<file path="src/rtl/mips32_multi_cycle_pkg.sv">
// mips32_multi_cycle_pkg: opcodes, FSM states and ALU helpers shared by the multi-cycle core
package mips32_multi_cycle_pkg;
  typedef enum logic [2:0] {S_FETCH, S_DECODE, S_EXEC, S_MEM, S_WB, S_TRAP} state_t;
  typedef enum logic [2:0] {ALU_ADD, ALU_SUB, ALU_AND, ALU_OR, ALU_SLT, ALU_SLTU, ALU_SLL, ALU_SRL} alu_op_t;
  localparam logic [5:0] OP_RTYPE = 6'h00, OP_J = 6'h02, OP_JAL = 6'h03, OP_BEQ = 6'h04, OP_BNE = 6'h05;
  localparam logic [5:0] OP_ADDI = 6'h08, OP_ANDI = 6'h0C, OP_ORI = 6'h0D, OP_LW = 6'h23, OP_SW = 6'h2B;
  localparam logic [5:0] FN_SLL = 6'h00, FN_SRL = 6'h02, FN_ADD = 6'h20, FN_SUB = 6'h22;
  localparam logic [5:0] FN_AND = 6'h24, FN_OR = 6'h25, FN_SLT = 6'h2A, FN_SLTU = 6'h2B;
  function automatic logic legal(input logic [5:0] op, input logic [5:0] fn);
    if (op == OP_RTYPE) return fn inside {FN_SLL, FN_SRL, FN_ADD, FN_SUB, FN_AND, FN_OR, FN_SLT, FN_SLTU};
    return op inside {OP_J, OP_JAL, OP_BEQ, OP_BNE, OP_ADDI, OP_ANDI, OP_ORI, OP_LW, OP_SW};
  endfunction
  function automatic alu_op_t alu_decode(input logic [5:0] op, input logic [5:0] fn);
    return op == OP_ANDI ? ALU_AND : op == OP_ORI ? ALU_OR : op != OP_RTYPE ? ALU_ADD :
      fn == FN_SUB ? ALU_SUB : fn == FN_AND ? ALU_AND : fn == FN_OR ? ALU_OR :
      fn == FN_SLT ? ALU_SLT : fn == FN_SLTU ? ALU_SLTU : fn == FN_SLL ? ALU_SLL :
      fn == FN_SRL ? ALU_SRL : ALU_ADD;
  endfunction
  function automatic logic [31:0] alu(input alu_op_t f, input logic [31:0] a, input logic [31:0] b,
                                      input logic [4:0] sh);
    case (f)
      ALU_ADD:  return a + b;
      ALU_SUB:  return a - b;
      ALU_AND:  return a & b;
      ALU_OR:   return a | b;
      ALU_SLT:  return {31'd0, $signed(a) < $signed(b)};
      ALU_SLTU: return {31'd0, a < b};
      ALU_SLL:  return b << sh;
      default:  return b >> sh;
    endcase
  endfunction
endpackage

</file>
<file path="src/rtl/mips32_multi_cycle_if.sv">
// mips32_multi_cycle_if: shared instruction/data memory port with a req/ack handshake
interface mips32_multi_cycle_if #(parameter int ADDR_W = 32);
  logic              mem_req;
  logic              mem_we;
  logic [ADDR_W-1:0] mem_addr;
  logic [31:0]       mem_wdata;
  logic [31:0]       mem_rdata;
  logic              mem_ack;
  modport master(output mem_req, mem_we, mem_addr, mem_wdata, input mem_rdata, mem_ack);
  modport slave(input mem_req, mem_we, mem_addr, mem_wdata, output mem_rdata, mem_ack);
endinterface

</file>
<file path="src/rtl/mips32_multi_cycle_regfile.sv">
// mips32_multi_cycle_regfile: 32x32 registers, two async reads, one sync write, r0 reads as zero
module mips32_multi_cycle_regfile (
  input  logic        clk,
  input  logic        reset,
  input  logic [4:0]  ra,
  input  logic [4:0]  rb,
  input  logic        we,
  input  logic [4:0]  wa,
  input  logic [31:0] wd,
  output logic [31:0] da,
  output logic [31:0] db
);
  logic [31:0] regs [32];
  always_ff @(posedge clk or posedge reset)
    if (reset) for (int i = 0; i < 32; i++) regs[i] <= '0;
    else if (we && wa != 5'd0) regs[wa] <= wd;
  assign da = ra == 5'd0 ? '0 : regs[ra];
  assign db = rb == 5'd0 ? '0 : regs[rb];
endmodule

</file>
<file path="src/rtl/mips32_multi_cycle.sv">
// mips32_multi_cycle: multi-cycle MIPS32 core; fetch and data share one req/ack memory port
module mips32_multi_cycle
  import mips32_multi_cycle_pkg::*;
#(
  parameter logic [31:0] RESET_PC = 32'h0000_0000,
  parameter int          ADDR_W   = 32
) (
  input  logic                 clk,
  input  logic                 reset,
  mips32_multi_cycle_if.master mem,
  output logic [31:0]          pc,
  output logic                 instr_done,
  output logic                 trap
);
  state_t state, state_nx;
  logic [31:0] ir, npc, a, b, alu_out, mdr, rf_a, rf_b, pc_nx, wd, addr, sext, opb;
  logic [5:0] op;
  logic [4:0] wa;
  logic we, pc_ld, req, go, branch, jump, taken;
  assign op     = ir[31:26];
  assign sext   = {{16{ir[15]}}, ir[15:0]};
  assign opb    = op == OP_RTYPE ? b : (op == OP_ANDI || op == OP_ORI) ? {16'h0, ir[15:0]} : sext;
  assign jump   = op == OP_J || op == OP_JAL;
  assign branch = jump || op == OP_BEQ || op == OP_BNE;
  assign taken  = op == OP_BEQ ? a == b : a != b;
  assign trap   = state == S_TRAP;
  mips32_multi_cycle_regfile rf (
    .clk(clk), .reset(reset), .ra(ir[25:21]), .rb(ir[20:16]),
    .we(we), .wa(wa), .wd(wd), .da(rf_a), .db(rf_b)
  );
  always_ff @(posedge clk or posedge reset)
    if (reset) begin
      state <= S_FETCH;
      pc <= RESET_PC;
      {ir, npc, a, b, alu_out, mdr} <= '0;
    end else begin
      state <= state_nx;
      if (state == S_FETCH && mem.mem_ack) begin
        ir <= mem.mem_rdata;
        npc <= pc + 32'd4;
      end
      if (state == S_DECODE) {a, b} <= {rf_a, rf_b};
      if (state == S_EXEC) alu_out <= alu(alu_decode(op, ir[5:0]), a, opb, ir[10:6]);
      if (state == S_MEM && mem.mem_ack) mdr <= mem.mem_rdata;
      if (pc_ld) pc <= pc_nx;
    end
  always_comb begin
    state_nx = state;
    pc_ld = 1'b0;
    pc_nx = npc;
    we = 1'b0;
    wa = ir[20:16];
    wd = alu_out;
    instr_done = 1'b0;
    req = 1'b0;
    addr = alu_out;
    case (state)
      S_FETCH: begin
        req = 1'b1;
        addr = pc;
        state_nx = mem.mem_ack ? S_DECODE : S_FETCH;
      end
      S_DECODE: state_nx = legal(op, ir[5:0]) ? S_EXEC : S_TRAP;
      S_EXEC: begin
        state_nx = (op == OP_LW || op == OP_SW) ? S_MEM : branch ? S_FETCH : S_WB;
        pc_ld = branch;
        instr_done = branch;
        pc_nx = jump ? {npc[31:28], ir[25:0], 2'b00} : taken ? npc + {sext[29:0], 2'b00} : npc;
        we = op == OP_JAL;
        wa = 5'd31;
        wd = npc;
      end
      S_MEM: begin
        req = 1'b1;
        state_nx = !mem.mem_ack ? S_MEM : op == OP_SW ? S_FETCH : S_WB;
        pc_ld = mem.mem_ack && op == OP_SW;
        instr_done = pc_ld;
      end
      S_WB: begin
        we = 1'b1;
        wa = op == OP_RTYPE ? ir[15:11] : ir[20:16];
        wd = op == OP_LW ? mdr : alu_out;
        pc_ld = 1'b1;
        instr_done = 1'b1;
        state_nx = S_FETCH;
      end
      default: ;
    endcase
  end
  // Reset gates the request combinationally so a pending transaction is dropped at once
  assign go            = req && !reset;
  assign mem.mem_req   = go;
  assign mem.mem_we    = go && state == S_MEM && op == OP_SW;
  assign mem.mem_addr  = go ? ADDR_W'(addr & ~32'h3) : '0;
  assign mem.mem_wdata = mem.mem_we ? b : '0;
endmodule
</file>
<file path="src/flat_wrapper.sv">
// flat-port wrapper written by rule: the top's interface ports become plain ports
module mips32_multi_cycle_flat import mips32_multi_cycle_pkg::*;
#(
  parameter logic [31:0] RESET_PC = 32'h0000_0000,
  parameter int          ADDR_W   = 32
)
  (clk, reset, pc, instr_done, trap, mem_mem_req, mem_mem_we, mem_mem_addr, mem_mem_wdata, mem_mem_rdata, mem_mem_ack);
  mips32_multi_cycle_if #(.ADDR_W(ADDR_W)) mem_i ();
  input  logic clk;
  input  logic reset;
  output logic [31:0] pc;
  output logic instr_done;
  output logic trap;
  output wire logic [$bits(mem_i.mem_req)-1:0] mem_mem_req;
  output wire logic [$bits(mem_i.mem_we)-1:0] mem_mem_we;
  output wire logic [$bits(mem_i.mem_addr)-1:0] mem_mem_addr;
  output wire logic [$bits(mem_i.mem_wdata)-1:0] mem_mem_wdata;
  input wire logic [$bits(mem_i.mem_rdata)-1:0] mem_mem_rdata;
  input wire logic [$bits(mem_i.mem_ack)-1:0] mem_mem_ack;
  assign mem_mem_req = mem_i.mem_req;
  assign mem_mem_we = mem_i.mem_we;
  assign mem_mem_addr = mem_i.mem_addr;
  assign mem_mem_wdata = mem_i.mem_wdata;
  assign mem_i.mem_rdata = mem_mem_rdata;
  assign mem_i.mem_ack = mem_mem_ack;
  mips32_multi_cycle #(.RESET_PC(RESET_PC), .ADDR_W(ADDR_W)) u_core (.clk(clk), .reset(reset), .mem(mem_i), .pc(pc), .instr_done(instr_done), .trap(trap));
endmodule
</file>
<file path="config.mk">
export PLATFORM = sky130hd
export DESIGN_NAME = mips32_multi_cycle_flat
export DESIGN_NICKNAME = d
export VERILOG_FILES = /design/src/rtl/mips32_multi_cycle_pkg.sv /design/src/rtl/mips32_multi_cycle_if.sv /design/src/rtl/mips32_multi_cycle_regfile.sv /design/src/rtl/mips32_multi_cycle.sv /design/src/flat_wrapper.sv
export SDC_FILE = /design/constraint.sdc
export NUM_CORES = 2
export LEC_CHECK = 0
export BUFFER_PORTS_ARGS = -buffer_cell sky130_fd_sc_hd__buf_2
export CORE_UTILIZATION = 50
export DETAILED_ROUTE_END_ITERATION = 6
export PLACE_DENSITY = 0.66
export SYNTH_ARGS = -nofsm -noshare
export SYNTH_HDL_FRONTEND = slang
export SYNTH_SLANG_ARGS = --single-unit
</file>
<file path="constraint.sdc">
create_clock -name clk -period 44.5 [get_ports clk]
set_input_delay 0 -clock clk [delete_from_list [all_inputs] [get_ports clk]]
set_output_delay 0 -clock clk [all_outputs]
set_load 0.02 [all_outputs]
</file>
== Yosys cells after proc, flatten, opt, wreduce, memory -nomap -nowiden ==
Index checks and enable logic that the tools add are counted.
Storage, ports and cells
  register bits: 1251
  bits of input ports: 35
  output and inout port bits: 100
  word-level logic and storage cells: 162
Cells by class
  add/subtract/negate cells: 4
  magnitude comparators: 6
  eq/ne operators: 29
  shift-type cells: 2
  muxes and demuxes: 50
  bitwise gates (word level): 5
  reduce and logical (&&, ||, !) cells: 26
Operators with widths (count)
  $bwmux 1024: 1
  $mux 32: 16
  $bmux 32 s5: 2
  $pmux 32 s7: 1
  $demux 32 s5: 1
  $add 32x32->32: 2
  $lt 32x32->1: 2
  $pmux 32 s2: 1
  $eq 6x6->1 const B: 8
  $mux 3: 15
  $add 32x3->32 const B: 1
  $and 32x32->32: 1
  $eq 32x32->1: 1
  $ne 32x32->1: 1
  $or 32x32->32: 1
  $shl 32x5->32: 1
  $shr 32x5->32: 1
  $sub 32x32->32: 1
  $eq 6x2->1 const B: 3
  $eq 6x4->1 const B: 3
  $ge 6x6->1 const B: 3
  $not 5->6: 3
  $eq 3x3->1 const B: 5
  $pmux 3 s5: 1
  other kinds (20): 47

== Logic depth before layout (Yosys ltp) ==
  depth after elaboration: 13
  mapped depth: 21
  depth with buffers taken out: 17

== Hierarchy ==
Synthesis repeated with hierarchy kept, for this count alone.
Second synthesis, totals
  cells, all modules: 6345
  area, all modules: 76365.7 um^2
By module, submodules not included
  mips32_multi_cycle_regfile: instances 1, cells each 3614, area each 54900.2 um^2, seq. area each 25624.6 um^2
  mips32_multi_cycle: instances 1, cells each 2731, area each 21465.6 um^2, seq. area each 5680.4 um^2

== Worst setup path after synthesis ==
Ideal clock, no wire load.
  path type: register to register
  start point: register u_core.ir[26]
  end point: register u_core.alu_out[0]
  setup time: 77 ps
  arrival time: 4404 ps
  data required time: 44423 ps
  slack: 40018 ps
  cell stages (with the launch flop): 20
  path buffers: 3
  period minus slack after synthesis: 4482 ps
  cell sequence: dfrtp_1 > buf_2 > or4_4 > nor2_8 > buf_4 > buf_2 > nand2_1 > nand2_1 > inv_1 > ha_1 > or3_1 > a2111o_1 > a311o_1 > o2111ai_2 > o211ai_1 > a21oi_2 > o31ai_1 > nor2b_1 > or4b_1 > a21oi_1
On the way
  cells in the longest elaborated chain, start to end: 6
  elaborated cells on any way between the ends: 26
  those cells by class: add/sub: 2; order compare: 2; eq/ne: 8; shift: 2; mux: 6; bitwise: 2; reduce/logical: 4
RTL lines
  from (decl): line mips32_multi_cycle.sv:16  | logic [31:0] ir, npc, a, b, alu_out, mdr, rf_a, rf_b, pc_nx, wd, addr, sext, opb;
  from (signal assigned): line mips32_multi_cycle.sv:39  | ir <= mem.mem_rdata;
  $eq 6x4->1 or $reduce_bool 6->1 (tied branches): line mips32_multi_cycle_pkg.sv:14, mips32_multi_cycle.sv:22
  $logic_or 1x1->1 or $mux 3 (tied branches): line mips32_multi_cycle.sv:22, mips32_multi_cycle_pkg.sv:14
  $mux 32 or $mux 3 (tied branches) (2 in series): line mips32_multi_cycle.sv:22, mips32_multi_cycle_pkg.sv:14
  $lt 32x32->1, or another cell as far along: line mips32_multi_cycle_pkg.sv:27  | ALU_SLTU: return {31'd0, a < b};
  $pmux 32 s7 *: line mips32_multi_cycle_pkg.sv:21  | case (f)
  to (signal assigned): line mips32_multi_cycle.sv:43  | if (state == S_EXEC) alu_out <= alu(alu_decode(op, ir[5:0]), a, opb, ir[10:6]);
  to (decl): line mips32_multi_cycle.sv:16
Mark *: on every way between the ends. The rest lies on a longest branch, timed or not.
A chain may end at the register's enable or synchronous reset.

== Worst setup path in the final report ==
  start point: register u_core.ir[26]
  end point: register u_core.alu_out[30]
On the way
  cells in the longest elaborated chain, start to end: 6
  elaborated cells on any way between the ends: 24
  those cells by class: add/sub: 2; eq/ne: 8; shift: 2; mux: 6; bitwise: 2; reduce/logical: 4
RTL lines
  $eq 6x4->1 or $reduce_bool 6->1 (tied branches): line mips32_multi_cycle_pkg.sv:14, mips32_multi_cycle.sv:22
  $logic_or 1x1->1 or $mux 3 (tied branches): line mips32_multi_cycle.sv:22, mips32_multi_cycle_pkg.sv:14
  $mux 32 or $mux 3 (tied branches) (2 in series): line mips32_multi_cycle.sv:22, mips32_multi_cycle_pkg.sv:14
  $sub 32x32->32, or another cell as far along: line mips32_multi_cycle_pkg.sv:23  | ALU_SUB: return a - b;
  $pmux 32 s7 *: line mips32_multi_cycle_pkg.sv:21
Marked as above.

==> results.md <==
* Maximum fanout along the worst path at 27
* DP Area at 0.0745 mm^2
* Die Area at 0.146 mm^2
* Post-CTS sizing at 0
* Post-route cell area at 0.0800 mm^2
* Gp weighted congestion at 1.01
* Layout area overhead at 10.5%
* VDD IR max at 36.6 uV
* Clock Sink Count at ~1,300
* Fmax at 0.162 GHz
* Htree depth at 4
* Total gr overflow at 0
* Kind of critical path: flip-flop to flip-flop
* DP Worst Slack at 38.53 ns
* Failing checks: DRC, hold timing
* Tot GR Track Use at 37.0%
* Critical path capture point type: flip-flop
* Most common cell after layout, fill and taps aside: dfrtp_1
* Hold crit path type: input pin to asynchronous set/reset pin
* CTS Buf Count at between 100 and 150
* Layout Nets at roughly 7,100
* Mapped Area at 0.0724 mm^2
* Die X-Extent at 383 um
* Root buffer cell: clkbuf_16
* Layout cells sized above 1 at 18.4%
* Routed via count at 59,600
* WL final at 270 mm
* Reg2reg setup slack at 38.32 ns
* Effective utilization at floorplan at 50.4%
* Fin Hold WS at -0.00172 ns
* Vias per std cell at 6.64
* Slew Limit Fails at 0
* Period utilization at 13.9%
* Antenna viol nets, final at 0
* PortBufs at 132
* Setup violators final at 0
* Status: complete, but fails checks
* Worst Setup Start Kind: flip-flop
* TNS Setup at 0 ns
* Clock-pin slew on the worst setup and hold paths at about 0.070 ns
* CTS tree: done
* # Max-Cap Violations at 0
* Mapped Avg Cell Area at 10.2 um^2
* Residual DRC count at 76
* Clock skew at 0.0405 ns
* Cell leakage power at 33.8 nW
* Primary FF master, synth: dfrtp_1
* Pin count of the biggest net entering global routing at 115
* Post-synth EDFFs at 0
* Clock Tree Buf Depth at 3
* P per Cell Area at 29.6 mW/mm^2
* First-pass GRT wire length at 397 mm
* Slew HR at 17.5%
* Count of unique library cells instantiated by Yosys at 93
* Clock latency on the worst-skew pair at 0.81 ns
* Final setup margin at approximately 38 ns
* Synth Instances at just over 7,000
* CP required at 45.16 ns
* Die span in y at 383 um
* Top Ports at approximately 140
* HPWL after DPL at 172 mm
* Final Hold Fails at 1
* Tmin final at 6.18 ns
* Synth Warn # at 0
* Slew @ Worst Pin at 1.24 ns
* Register area share after synthesis at 43.2%
* #FFs+latches synth at ~1,300
* Fillers at ~12,000
* Num rows at 139
* Initial antenna violation count at 10
* Vias in the first global route at 57,900
* RSZ-0062 raised after global routing: false
* Synth async-reset ratio at 100%
* Wirelength per Cell at 30.1 um
* Initial detailed-routing violation count at 7,654
* WP data arrival at 6.84 ns
* Drt pass-1 iters at 7
* Core ar. at 0.144 mm^2
* Most frequent cells in the layout: dfrtp_1 (1,237), nand2_1 (1,059), o21ai_0 (854)
[cell families (layout without fill, tap and decap cells)]
group,Yosys count,after routing,synth area share (%)
simple gates,1982,1982,11.4
other cells,1,5,0.00518
fa+ha+maj,133,133,2.33
compound gates,1999,1999,16.1
buf+inv,801,739,4.32
xor+xnor,115,115,1.39
mux,842,842,21.2
flops,1251,1251,43.2
[per-layer routing]
metal  wire length, um  track usage [%]  vias to the layer above
met5                46                0                        -
met1            106000             50.1                    30000
li1                  -                -                    25500
met4             14300             17.9                        6
met2            122000             56.2                     3368
met3             26800             8.49                      715
[synth_stat cells (8+ instances only)]
master    instances  area share [%]
dfrtp_1        1251              43
nand2_1        1082             5.6
o21ai_0         855             5.9
a21oi_1         589             4.1
nor2_1          557             2.9
mux4_2          543              17
clkbuf_1        540             2.8
mux2i_1         179             2.5
ha_1            130             2.2
mux2_2          119             1.9
inv_1           113            0.59
o22ai_1          73            0.63
buf_2            69            0.48
buf_1            66            0.34
xor2_1           64            0.77
a22o_1           62            0.75
nand3_1          61            0.42
xnor2_1          51            0.62
a211oi_1         50            0.52
and2_1           48            0.41
a221oi_1         47            0.57
nor3_1           44            0.30
o211ai_1         41            0.43
nor2b_1          38            0.33
a31oi_1          32            0.28
nand2b_1         28            0.24
o221ai_1         27            0.33
a21o_1           26            0.27
and3_1           23            0.20
o32ai_1          23            0.28
nor4_1           22            0.19
o21a_1           22            0.23
a222oi_1         20            0.28
o21bai_1         18            0.19
nand4_1          17            0.15
or3_1            15            0.13
o21ai_1          13           0.090
a22oi_1          10            0.10
o31ai_1           9           0.093
nand3b_1          8           0.083
[through the flow]
step                      cells  util [%]  hold slack (ns)  power (W)
after global routing       8966      55.7           0.0431    0.00242
after floorplan            7125         -           0.0863    0.00118
after detailed placement   8639      51.9            0.215    0.00119
final                      8969      55.7         -0.00172    0.00237
after CTS                  8966      55.7          0.00236    0.00238
after global placement     8639      51.9            0.207    0.00119
[report_power, final]
group          leakage (nW)  internal, W  switching [W]
sequential             17.3      0.00114              0
clock                  2.32     0.000687       0.000510
combinational          14.2   0.00000606      0.0000253
total                  33.8      0.00183       0.000535
[final cells by class]
class	instances	area [um^2]	area share, %
repair buffers	367	2660	3.32
multi-input cells	5073	38400	48.0
inverters	118	450	0.563
clock inverters	51	687	0.858
well taps	1903	2380	2.98
clock buffers	203	4050	5.06
diodes	3	7.51	0.00938
flip-flops and latches	1251	31300	39.2
[worst max-delay path: stages (launching register included)]
cell and delay, ns:
dfrtp_1 0.50, or4_4 0.64, nor2_8 0.35, buf_4 0.44
mux2i_1 0.52, inv_1 0.13, ha_1 0.25, fa_1 0.43
o21bai_1 0.30, a2111o_1 0.26, a311o_1 0.34, o2111ai_2 0.22
o211ai_1 0.42, a21oi_2 0.13, o31ai_1 0.52, mux2_2 0.40
nand2_1 0.06, a31oi_1 0.09
[worst paths after layout]
check	depth (start not counted)	startpoint	endpoint
max	17	u_core.ir[26]	u_core.alu_out[30]
min in group clk	4	mem_mem_rdata[31]	u_core.ir[31]
min reg2reg	0	u_core.rf.regs[1012]	u_core.rf.regs[1012]
max reg2reg	17	u_core.ir[26]	u_core.alu_out[30]
min	3	reset	u_core.state[2]
max in group asynchronous	8	reset	u_core.rf.regs[463]
[flip-flops by register name, indices dropped and copies added, names as in the netlist]
| signal | cells |
|---|---|
| u_core.mdr | 32 |
| u_core.ir | 32 |
| u_core.alu_out | 32 |
| u_core.state | 3 |
| u_core.b | 32 |
| u_core.pc | 32 |
| u_core.a | 32 |
| u_core.rf.regs | 1024 |
| u_core.npc | 32 |
[what timing repair did]
action,in CTS,in global routing
endpoints found under the hold margin,177,0
hold buffers,73,0
endpoints found under the setup margin,0,0
buffers inserted,0,0
Power figures use the tool's default switching activity.
